**config.mk**
```make
export PLATFORM = sky130hd
export DESIGN_NAME = exu_alu_sequencer
export DESIGN_NICKNAME = d
export VERILOG_FILES = /design/src/rtl/exu_alu_sequencer.sv
export SDC_FILE = /design/constraint.sdc
export NUM_CORES = 1
export LEC_CHECK = 0
export ABC_AREA = 1
export BUFFER_PORTS_ARGS = -buffer_cell sky130_fd_sc_hd__buf_2
export CORE_ASPECT_RATIO = 0.6
export CORE_MARGIN = 2
export CORE_UTILIZATION = 55
export DETAILED_ROUTE_END_ITERATION = 6
export PLACE_DENSITY = 0.91
export SLEW_MARGIN = 20
export SYNTH_ARGS = -nofsm -noshare
export SYNTH_HDL_FRONTEND = slang
export SYNTH_SLANG_ARGS = --single-unit
```
**constraint.sdc**
```tcl
create_clock -name clk -period 4.2 [get_ports clk]
set_input_delay 0.84 -clock clk [delete_from_list [all_inputs] [get_ports clk]]
set_output_delay 0.84 -clock clk [all_outputs]
set_load 0.02 [all_outputs]
```
**src/rtl/exu_alu_sequencer.sv**
```systemverilog
// exu_alu_sequencer: multicycle execute controller driving a combinational ALU.
// Sequences an ALU op or a branch compare plus target add, adds an optional
// LFSR-derived delay, then presents the result downstream under valid/ready.
// Ports:
//   clk, rst_n            clock, async active-low reset
//   in_valid/in_ready     issue handshake (ready only in IDLE)
//   in_kind               0 = ALU op, 1 = conditional branch
//   in_aluop, in_a, in_b  ALU op code and operands
//   in_pc, in_imm         branch PC and B-immediate
//   in_br_func            branch funct3
//   alu_op/num1/num2      to the ALU; alu_res is its combinational answer
//   out_valid/out_ready   result handshake
//   out_res, out_taken, out_target  result fields
module exu_alu_sequencer #(
   parameter bit          RAND_DELAY = 1'b1,
   parameter int unsigned DELAY_W    = 3,
   parameter logic [7:0]  SEED       = 8'hA5
) (
   input  logic        clk,
   input  logic        rst_n,
   input  logic        in_valid,
   output logic        in_ready,
   input  logic        in_kind,
   input  logic [3:0]  in_aluop,
   input  logic [31:0] in_a,
   input  logic [31:0] in_b,
   input  logic [31:0] in_pc,
   input  logic [31:0] in_imm,
   input  logic [2:0]  in_br_func,
   output logic [3:0]  alu_op,
   output logic [31:0] alu_num1,
   output logic [31:0] alu_num2,
   input  logic [31:0] alu_res,
   output logic        out_valid,
   input  logic        out_ready,
   output logic [31:0] out_res,
   output logic        out_taken,
   output logic [31:0] out_target
);

   localparam logic [3:0] OP_ADD = 4'd0;
   localparam logic [3:0] OP_LTS = 4'd5;
   localparam logic [3:0] OP_LTU = 4'd9;
   localparam logic [3:0] OP_EQ  = 4'd10;

   typedef enum logic [2:0] {
      S_IDLE, S_EXEC, S_CMP, S_TGT, S_WAIT, S_DONE
   } state_t;

   state_t r_state;
   state_t w_next;

   logic [3:0]         r_aluop;
   logic [31:0]        r_a;
   logic [31:0]        r_b;
   logic [31:0]        r_pc;
   logic [31:0]        r_imm;
   logic [2:0]         r_f3;
   logic [31:0]        r_res;
   logic               r_taken;
   logic [31:0]        r_target;
   logic [DELAY_W-1:0] r_cnt;
   logic [7:0]         r_lfsr;

   logic [DELAY_W-1:0] w_delay;
   logic               w_fb;
   logic [3:0]         w_cmp_op;
   logic               w_illegal;
   logic               w_taken;
   logic               w_accept;

   // x^8+x^6+x^5+x^4+1, shifting toward the MSB
   assign w_fb     = r_lfsr[7] ^ r_lfsr[5] ^ r_lfsr[4] ^ r_lfsr[3];
   assign w_delay  = RAND_DELAY ? r_lfsr[DELAY_W-1:0] : '0;
   assign w_accept = (r_state == S_IDLE) && in_valid;

   // funct3[2:1] picks the compare, funct3[0] inverts it
   always_comb begin
      w_cmp_op  = OP_EQ;
      w_illegal = 1'b0;
      unique case (r_f3[2:1])
         2'b00: w_cmp_op = OP_EQ;
         2'b01: w_illegal = 1'b1;
         2'b10: w_cmp_op = OP_LTS;
         2'b11: w_cmp_op = OP_LTU;
      endcase
   end

   assign w_taken = ~w_illegal & (alu_res[0] ^ r_f3[0]);

   always_ff @(posedge clk or negedge rst_n) begin
      if (!rst_n) r_state <= S_IDLE;
      else        r_state <= w_next;
   end

   always_comb begin
      w_next   = r_state;
      alu_op   = 4'd0;
      alu_num1 = 32'd0;
      alu_num2 = 32'd0;
      case (r_state)
         S_IDLE: begin
            if (in_valid) w_next = in_kind ? S_CMP : S_EXEC;
         end
         S_EXEC: begin
            alu_op   = r_aluop;
            alu_num1 = r_a;
            alu_num2 = r_b;
            w_next   = (w_delay != '0) ? S_WAIT : S_DONE;
         end
         S_CMP: begin
            alu_op   = w_cmp_op;
            alu_num1 = r_a;
            alu_num2 = r_b;
            w_next   = S_TGT;
         end
         S_TGT: begin
            alu_op   = OP_ADD;
            alu_num1 = r_pc;
            alu_num2 = r_imm;
            w_next   = (w_delay != '0) ? S_WAIT : S_DONE;
         end
         S_WAIT: begin
            if (r_cnt == DELAY_W'(1)) w_next = S_DONE;
         end
         S_DONE: begin
            if (out_ready) w_next = S_IDLE;
         end
         default: w_next = S_IDLE;
      endcase
   end

   always_ff @(posedge clk or negedge rst_n) begin
      if (!rst_n) begin
         r_aluop  <= 4'd0;
         r_a      <= 32'd0;
         r_b      <= 32'd0;
         r_pc     <= 32'd0;
         r_imm    <= 32'd0;
         r_f3     <= 3'd0;
         r_res    <= 32'd0;
         r_taken  <= 1'b0;
         r_target <= 32'd0;
         r_cnt    <= '0;
         r_lfsr   <= SEED;
      end else begin
         r_lfsr <= {r_lfsr[6:0], w_fb};
         if (w_accept) begin
            r_aluop  <= in_aluop;
            r_a      <= in_a;
            r_b      <= in_b;
            r_pc     <= in_pc;
            r_imm    <= in_imm;
            r_f3     <= in_br_func;
            r_res    <= 32'd0;
            r_taken  <= 1'b0;
            r_target <= 32'd0;
         end
         case (r_state)
            S_EXEC: begin
               r_res <= alu_res;
               r_cnt <= w_delay;
            end
            S_CMP: begin
               r_res   <= alu_res;
               r_taken <= w_taken;
            end
            S_TGT: begin
               r_target <= alu_res;
               r_cnt    <= w_delay;
            end
            S_WAIT: r_cnt <= r_cnt - DELAY_W'(1);
            default: ;
         endcase
      end
   end

   assign in_ready   = (r_state == S_IDLE);
   assign out_valid  = (r_state == S_DONE);
   assign out_res    = r_res;
   assign out_taken  = r_taken;
   assign out_target = r_target;

endmodule

```
==> results.toml <==
[die]
core_area_um2 = 16400
rows = 36
ioPinCount = 307
die-area_um2 = 18100
floorplan.initialDensity = 0.569
die_x_um = 172
die_h_um = 105

[placement]
io_buffers = 306
place.gp.congestion = 0.890
dp_cells = 1634
dp_hpwl_mm = 18.4

[synthesis]
netlist_area_um2 = 9330
ys_ff_latch = 214
ys_seq_area_frac = 0.574
synthAdderAreaFrac = 0.00268
synth_top_family_by_area = "simple AND/OR/NAND/NOR gates"
avgSynthCellArea_um2 = 8.07
muxShareOfSynthArea = 0
synth_nets = 1330
synth_cell_types = 23
yosysWarnings = 0
synth_simple_gate_area_frac = 0.359
synth_compound_area_frac = 0.00858
synth_cells = 1156
synth-xor-area-share = 0.00282

[power_and_ir_drop]
peakVddDrop_mv = 0.384
p_seq_frac = 0.400
swShare = 0.432
power.switching_mw = 3.89
power_density_nw_per_um2 = 780
comb_power_share = 0.402
power_frac_clock = 0.198
p_int_mw = 5.12
p_leak_nw = 6.96

[clock_network]
clk_pin_slew_ns = 0.07
cts-hold-fix-buffers = 0
cts_root_buf = "clkbuf_16"
numCtsBuffers = 20
numClockSinks = 214
cts_setup_buffers = 0
ctsLongestPathBuffers = 3
h-tree-depth = 1
cts_resized = 0
cts_tree = "yes"
clk_latency_ns = 0.48

[critical_path]
crit_path_max_fanout = 59
critPathRequiredTime_ns = 3.36
worstPathArrival_ns = 2.77
cp-start-kind = "register"
endpoint_kind = "output pin"
critPathKind = "reg2out"

[grt]
antenna_found_initial = 7
grt_pass1_wl_mm = 42.5
grt_start_max_net_pins = 93
grt_remaining_overflow = 0
track_usage = 0.297
grt_pass1_vias = 8288

[sta]
max_slew_margin = 0.467
hold_viol_final = 0
fin_crit_ns = 3.61
slew_viol_final = 0
tightest_slew_ns = 0.797
fin_tns_setup_ns = 0
min_period_over_period = 0.861
setup_viol = 0
grt_setup_unrepaired = "no"
max_freq_ghz = 0.277
finalClockSkew_ns = 0.0109

[routing]
viasPerCell = 5.30
drtPass1Iterations = 5
wl_per_cell_um = 16.2
drtAntennaViolNets = 0
drcViolationCount = 0
drt-total-wl_mm = 27.0
drt_iter0_drc = 866
vias = 8860

[status]
status = "complete, no violations"

[layout]
layoutNonFillerInstCount = 1672
drive_gt1_frac = 0.257
nets = 1602
fillers = 1274
area_delta_synth_final_pct = 23.8

[hold_path]
hold_path.class = "reg2reg"

[job]
drv_cap = 0
## layout make-up
type,instances,area [µm²],share of cell area
sequential,214,5360,0.464
antenna,2,5.00,0.000433
tap,228,285,0.0247
clock inverter,4,23.8,0.00206
timing repair buffer,321,1690,0.146
multi-input combinational,853,3490,0.302
clock buffer,32,627,0.0543
inverter,18,67.6,0.00585
## placed cells by master, fill, tap and decap left out, types with 5 or more instances in the layout
| master | netlist | layout |
|---|---|---|
| nand2_1 | 678 | 678 |
| buf_2 | 31 | 305 |
| dfrtp_1 | 210 | 209 |
| nand3_1 | 139 | 139 |
| clkbuf_16 | 0 | 21 |
| inv_1 | 15 | 15 |
| buf_4 | 22 | 12 |
| o21ai_0 | 9 | 9 |
| nor2_1 | 9 | 8 |
| clkbuf_8 | 0 | 7 |
| clkbuf_1 | 13 | 5 |
## power groups by stage
stage	clock (mW)	sequential (mW)	combinational, mW
3_5_place_dp	0	3.59	3.60
4_1_cts	1.81	3.58	3.63
2_1_floorplan	0	3.76	2.23
3_3_place_gp	0	3.57	3.47
5_1_grt	1.90	3.68	4.02
6_report	1.78	3.60	3.62
## worst max-delay path: stages (launching register included)
cell and delay, ns:
dfrtp_4 0.72, inv_2 0.19, nand2_2 0.09, o21ai_4 0.53, buf_12 0.36, nand2_1 0.11, nand2_1 0.08, buf_2 0.17
## state kept, by name, indices dropped and copies added (netlist names)
name        flops
out_res        32
out_target     32
r_a            32
r_b            32
r_imm          32
r_pc           32
r_lfsr          8
r_aluop         4
r_cnt           3
r_f3            3
r_state         3
out_taken       1
## worst paths after layout
kind	slack, ns	endpoint	cells past startpoint	startpoint
max in group asynchronous	2.66	r_b[13]	2	rst_n
min in group asynchronous	0.41	r_pc[31]	1	rst_n
hold / removal	0.35	r_lfsr[7]	0	r_lfsr[6]
setup / recovery	0.59	alu_num1[27]	7	r_state[1]
setup reg to reg	1.26	out_target[22]	8	r_state[1]
hold reg to reg	0.35	r_lfsr[7]	0	r_lfsr[6]
## synth_stat cells, drive strengths merged
master	number	area share
buf	58	0.040
xnor2	2	0.0019
clkbuf	13	0.0052
a21oi	1	0.00054
o22ai	1	0.00067
and2	1	0.00067
nand3	139	0.075
nand2	682	0.28
ha	2	0.0027
dfstp	4	0.011
o21ai	10	0.0066
inv	18	0.0072
o21bai	1	0.00080
xor2	1	0.00094
or2	1	0.00067
nor2	12	0.0072
dfrtp	210	0.56
## stage by stage
| stage | total power [mW] | cell area [µm²] | hold WS [ns] | util | setup slack (ns) |
|---|---|---|---|---|---|
| 2_1_floorplan | 5.99 | 9330 | 0.333 | - | 2.00 |
| 3_3_place_gp | 7.04 | 10900 | 0.334 | 0.665 | 1.22 |
| 3_5_place_dp | 7.19 | 10900 | 0.345 | 0.665 | 1.11 |
| 4_1_cts | 9.02 | 11500 | 0.355 | 0.704 | 0.570 |
| 5_1_grt | 9.60 | 11600 | 0.370 | 0.705 | 0.434 |
| 6_report | 9.01 | 11600 | 0.351 | 0.705 | 0.586 |
## routing by layer
| metal | track usage | vias to the layer above | routed length (µm) |
|---|---|---|---|
| met3 | 0.0636 | 71 | 2370 |
| li1 | - | 4126 | - |
| met4 | 0.0972 | 8 | 905 |
| met5 | 0 | - | 52 |
| met1 | 0.404 | 4182 | 11000 |
| met2 | 0.477 | 473 | 12700 |
## logic make-up (layout without fill, tap and decap cells)
kind of cell | count (synthesis) | after routing
and+or+nand+nor | 835 | 835
DFF | 214 | 214
buffers and inverters | 89 | 375
AOI/OAI and AO/OA | 13 | 13
xor gates and xnor gates | 3 | 3
adders and majority gates | 2 | 2
other | 0 | 2
(Power assumes the default switching activity.)
